==> src/rtl/cache_mem_arbiter_pkg.sv <==
`default_nettype none
// +----------------------------------------------------------------------+
// | cache_mem_arbiter_pkg: shared state encoding and handshake widths.    |
// | Rev 1.0                                                               |
// +----------------------------------------------------------------------+
package cache_mem_arbiter_pkg;

  localparam int DATA_W = 32;

  typedef enum logic [1:0] {
    ST_IDLE  = 2'd0,
    ST_GNT_I = 2'd1,
    ST_GNT_D = 2'd2
  } arb_state_t;

endpackage
`default_nettype wire

==> src/rtl/cache_mem_arbiter_starve_cnt.sv <==
`default_nettype none
// +----------------------------------------------------------------------+
// | cache_mem_arbiter_starve_cnt: saturating counter with clear/increment.|
// | Rev 1.0                                                               |
// +----------------------------------------------------------------------+
module cache_mem_arbiter_starve_cnt
  import cache_mem_arbiter_pkg::*;
#(
  parameter int MAX = 4,
  parameter int W   = $clog2(MAX + 1)
) (
  input  logic         clk,
  input  logic         clrn,
  input  logic         clr,
  input  logic         inc,
  output logic [W-1:0] cnt
);

  localparam logic [W-1:0] MAX_V = W'(MAX);

  // Clear wins over increment; increment holds at MAX.
  always_ff @(posedge clk or negedge clrn) begin
    if (!clrn) begin
      cnt <= '0;
    end else if (clr) begin
      cnt <= '0;
    end else if (inc && (cnt != MAX_V)) begin
      cnt <= cnt + 1'b1;
    end
  end

endmodule
`default_nettype wire

==> src/rtl/cache_mem_arbiter.sv <==
`default_nettype none
// +----------------------------------------------------------------------+
// | cache_mem_arbiter: shares one memory port between I- and D-cache.     |
// | Rev 1.0                                                               |
// +----------------------------------------------------------------------+
module cache_mem_arbiter
  import cache_mem_arbiter_pkg::*;
#(
  parameter int A_WIDTH    = 32,
  parameter int STARVE_MAX = 4
) (
  input  logic               clk,
  input  logic               clrn,
  input  logic [A_WIDTH-1:0] i_a,
  input  logic               i_strobe,
  output logic [DATA_W-1:0]  i_dout,
  output logic               i_ready,
  input  logic [A_WIDTH-1:0] d_a,
  input  logic               d_strobe,
  input  logic               d_rw,
  input  logic [DATA_W-1:0]  d_din,
  output logic [DATA_W-1:0]  d_dout,
  output logic               d_ready,
  output logic [A_WIDTH-1:0] m_a,
  output logic               m_strobe,
  output logic               m_rw,
  output logic [DATA_W-1:0]  m_din,
  input  logic [DATA_W-1:0]  m_dout,
  input  logic               m_ready
);

  localparam int CNT_W = $clog2(STARVE_MAX + 1);
  localparam logic [CNT_W-1:0] STARVE_V = CNT_W'(STARVE_MAX);

  arb_state_t       state;
  arb_state_t       state_nxt;
  logic [CNT_W-1:0] starve_cnt;
  logic             starved;
  logic             cnt_inc;
  logic             cnt_clr;

  assign starved = (starve_cnt == STARVE_V);

  cache_mem_arbiter_starve_cnt #(
    .MAX (STARVE_MAX),
    .W   (CNT_W)
  ) u_starve (
    .clk  (clk),
    .clrn (clrn),
    .clr  (cnt_clr),
    .inc  (cnt_inc),
    .cnt  (starve_cnt)
  );

  always_ff @(posedge clk or negedge clrn) begin
    if (!clrn) begin
      state <= ST_IDLE;
    end else begin
      state <= state_nxt;
    end
  end

  // Data side wins unless the instruction side has been passed over STARVE_MAX times.
  always_comb begin
    state_nxt = state;
    cnt_inc   = 1'b0;
    cnt_clr   = 1'b0;
    case (state)
      ST_IDLE: begin
        if (d_strobe && !(i_strobe && starved)) begin
          state_nxt = ST_GNT_D;
          cnt_inc   = i_strobe;
          cnt_clr   = !i_strobe;
        end else if (i_strobe) begin
          state_nxt = ST_GNT_I;
          cnt_clr   = 1'b1;
        end
      end
      ST_GNT_I: begin
        if (!i_strobe || m_ready) begin
          state_nxt = ST_IDLE;
        end
      end
      ST_GNT_D: begin
        if (!d_strobe || m_ready) begin
          state_nxt = ST_IDLE;
        end
      end
      default: state_nxt = ST_IDLE;
    endcase
  end

  // Outputs follow the live strobe so an abort or reset drops m_strobe in the same cycle.
  always_comb begin
    m_strobe = 1'b0;
    m_a      = '0;
    m_rw     = 1'b0;
    i_ready  = 1'b0;
    d_ready  = 1'b0;
    case (state)
      ST_GNT_I: begin
        m_strobe = i_strobe;
        m_a      = i_a;
        i_ready  = m_ready & i_strobe;
      end
      ST_GNT_D: begin
        m_strobe = d_strobe;
        m_a      = d_a;
        m_rw     = d_rw;
        d_ready  = m_ready & d_strobe;
      end
      default: ;
    endcase
  end

  assign m_din  = d_din;
  assign i_dout = m_dout;
  assign d_dout = m_dout;

endmodule
`default_nettype wire

==> config.mk <==
export PLATFORM = sky130hd
export DESIGN_NAME = cache_mem_arbiter
export DESIGN_NICKNAME = d
export VERILOG_FILES = /design/src/rtl/cache_mem_arbiter_pkg.sv /design/src/rtl/cache_mem_arbiter_starve_cnt.sv /design/src/rtl/cache_mem_arbiter.sv
export SDC_FILE = /design/constraint.sdc
export NUM_CORES = 1
export LEC_CHECK = 0
export ABC_AREA = 1
export BUFFER_PORTS_ARGS = -buffer_cell sky130_fd_sc_hd__buf_2
export CORE_AREA = 2 2 104 106
export CTS_CLUSTER_DIAMETER = 80
export DETAILED_ROUTE_END_ITERATION = 7
export DIE_AREA = 0 0 106 108
export SLEW_MARGIN = 15
export SYNTH_ARGS = -nofsm -noshare
export SYNTH_HDL_FRONTEND = slang
export SYNTH_HIERARCHICAL = 1
export SYNTH_SLANG_ARGS = --single-unit
==> constraint.sdc <==
create_clock -name clk -period 1.8 [get_ports clk]
set_input_delay 0.27 -clock clk [delete_from_list [all_inputs] [get_ports clk]]
set_output_delay 0.27 -clock clk [all_outputs]
set_load 0.01 [all_outputs]
==> impl_metrics.tcl <==
set metrics [dict create \
    ys_types 14 \
    path_class "register to primary output" \
    port_buffers 105 \
    area.sequential_um2 125.1 \
    htree_levels 1 \
    peakVddDrop_v 0.0006532 \
    required_ns 1.53 \
    total_power_mw 3.103 \
    crit_chain "inv_2, ha_4, inv_6, clkbuf_16, a21oi_2, buf_2" \
    root_buffer "clkbuf_8" \
    drt_iter0_drc 35 \
    slew_violations 0 \
    synth_nets 405 \
    synth_area_um2 1623 \
    highest_layer "met4" \
    route.detailed.drc 0 \
    drt-met1-wl_um 2056 \
    finalHoldViolations 0 \
    synth.avg_cell_area_um2 6.101 \
    grt_pass1_vias 1344 \
    path_max_fanout 5 \
    synth_top_cell_by_area "buf_4" \
    power_leakage_nw 0.9507 \
    grt_max_degree 23 \
    overflow 0 \
    synth.area.top_cells "buf_4 (47%), nand2_1 (18%), a21oi_1 (11%)" \
    nets 422 \
    maxCapViolations 0 \
    period_minus_slack_ns 1.757 \
    design.core.area_um2 10230 \
    hold_class "input port to register" \
    relSlewSlack 0.8194 \
    avgRoutedWirePerCell_um 14.26 \
    clk_pin_slew_ns 0.04 \
    area_growth_pct 17.50 \
    max_freq_mhz 569.3 \
    ctsLongestPathBuffers 2 \
    dieArea_um2 11450 \
    clock-sinks 5 \
    via_per_inst 3.773 \
    finalWirelength_um 5959 \
    synth_edf_count 0 \
    gp_congestion 0.7273 \
    antenna_found_initial 0 \
    die_x_um 106 \
    multiInputGateArea_um2 749.5 \
    seq_area_frac_synth 0.07710 \
    drive_gt1_frac 0.5248 \
    synth_ff_type "dfrtp_1" \
    pin_count 266 \
    clkLatencyLatePin_ns 0.22 \
    tritoncts "yes" \
    ys_warn_count 6 \
    cp_slowest_cell "dfrtp_1" \
    wl_met2_um 3061 \
    crit_path_end_kind "primary output" \
    antenna_cells 0 \
    yosysMostFrequentCell "buf_4" \
    yosysTopAreaCellShare 0.4719 \
    fill_cells 1192 \
    fin_skew_ns 0.002940 \
    die_h_um 108 \
    synthCells 266 \
    vias 1577 \
    met3_length_um 753 \
    synthArstFlopShare 1.000 \
    cp-start-kind "register" \
    p_per_area_nw_per_um2 1627 \
    rsz0062_at_grt "true" \
    ys_seq_elements 5 \
    start_util 0.1586 \
    groute.usage.overall 0.07987 \
    numCtsBuffers 3 \
    post-route-util 0.1864 \
    fp-row-count 37 \
    post-route-period-util 0.9759 \
    tightest_slew_ns 0.2700 \
    status "finished clean" \
    ant_nets 0 \
    drt-pass1-iter-count 4 \
    grt_pass1_wl_um 7031 \
    crit_path_max_incr_delay_ns 0.41 \
    synth_commonest_cells "buf_4 (102), nand2_1 (79), a21oi_1 (35)" \
    setup-violations-final 0 \
    arrival_ns 1.49 \
    place_hpwl_um 4184 \
]
==> layout by cell type (no fill, tap or decap) <==
| cell type | n |
|---|---|
| buf_2 | 105 |
| nand2_1 | 78 |
| a21oi_1 | 21 |
| a21oi_2 | 12 |
| inv_1 | 11 |
| nand2_2 | 7 |
| nor2_1 | 6 |
| buf_12 | 5 |
| dfrtp_1 | 5 |
| nand3_1 | 4 |
| ha_4 | 3 |
| clkbuf_8 | 3 |
| clkbuf_16 | 3 |
| buf_4 | 3 |
| inv_2 | 2 |
| a21oi_4 | 2 |
| o21ai_1 | 2 |
| nand4_1 | 2 |
| ha_1 | 2 |
| inv_6 | 1 |
| clkbuf_1 | 1 |
| buf_6 | 1 |
| dlygate4sd3_1 | 1 |
| buf_8 | 1 |
| o21ai_0 | 1 |
==> power breakdown <==
| part | internal, mW | total, mW | switching [mW] |
|---|---|---|---|
| sequential | 0.159 | 0.216 | 0.0573 |
| clock | 0.152 | 0.211 | 0.0586 |
| combinational | 1.21 | 2.68 | 1.47 |
| total | 1.52 | 3.10 | 1.58 |
==> cells by family (layout without fill, tap and decap cells) <==
group	Yosys count	in the layout	share of synthesized area
adder cells (fa/ha/maj)	5	5	0.03855
AO/OA/AOI/OAI	38	38	0.1172
buffers and inverters	121	137	0.5274
AND/OR/NAND/NOR	97	97	0.2398
flip-flops	5	5	0.07710
==> worst max-delay path: cells and delay by family (launching register included) <==
| family | cells | cell delay [ns] |
|---|---|---|
| buf+inv | 4 | 0.46 |
| fa+ha+maj | 1 | 0.29 |
| flops | 1 | 0.41 |
| compound gates | 1 | 0.11 |
==> through the flow <==
step           setup WS (ns)  std cells  cell area [um^2]  hold slack, ns  TNS [ns]
2_1_floorplan         0.4203        266              1623        -0.02559         0
3_3_place_gp          0.2462        406              1573         0.09415         0
3_5_place_dp          0.2252        406              1573         0.09607         0
4_1_cts              0.01421        411              1635          0.3509         0
5_1_grt             -0.02292        418              1907          0.3739   -0.1058
6_report             0.04339        418              1907          0.3536         0
==> layout make-up <==
type	instances	area share
inverters	14	0.03018
well taps	136	0.08924
flip-flops and latches	5	0.06562
multi-input cells	140	0.3930
repair buffers	119	0.3983
clock buffers	4	0.02362
==> final timing paths <==
path	start	to	slack (ns)	cells after the start
setup reg to reg	state[1]	state[1]	0.43	9
setup / recovery	state[0]	m_a[21]	0.04	6
max in group asynchronous	clrn	u_starve/cnt[0]	1.27	2
hold reg to reg	u_starve/cnt[0]	u_starve/cnt[0]	0.57	2
min in group asynchronous	clrn	state[1]	0.39	2
hold / removal	d_strobe	state[1]	0.35	3
==> registers in the layout (all words and copies together) (netlist names) <==
register and count:
state 2, u_starve/cnt 3
==> routing by layer <==
metal  GRT usage  vias up
li1            -      761
met3     0.04280       13
met5           0        -
met2      0.1622      130
met1     0.06780      673
met4     0.01786        0
==> what timing repair did <==
| item | 4_1_cts | 5_1_grt |
|---|---|---|
| hold endpoints to repair | 5 | 0 |
| hold buffers | 1 | 0 |
| setup buffers | 0 | 3 |
| resized for setup | 2 | 39 |
| gates cloned | 0 | 4 |
| setup endpoints to repair | 13 | 35 |
| pin swaps | 0 | 2 |
Note: power is estimated with default switching activity, not from simulation.
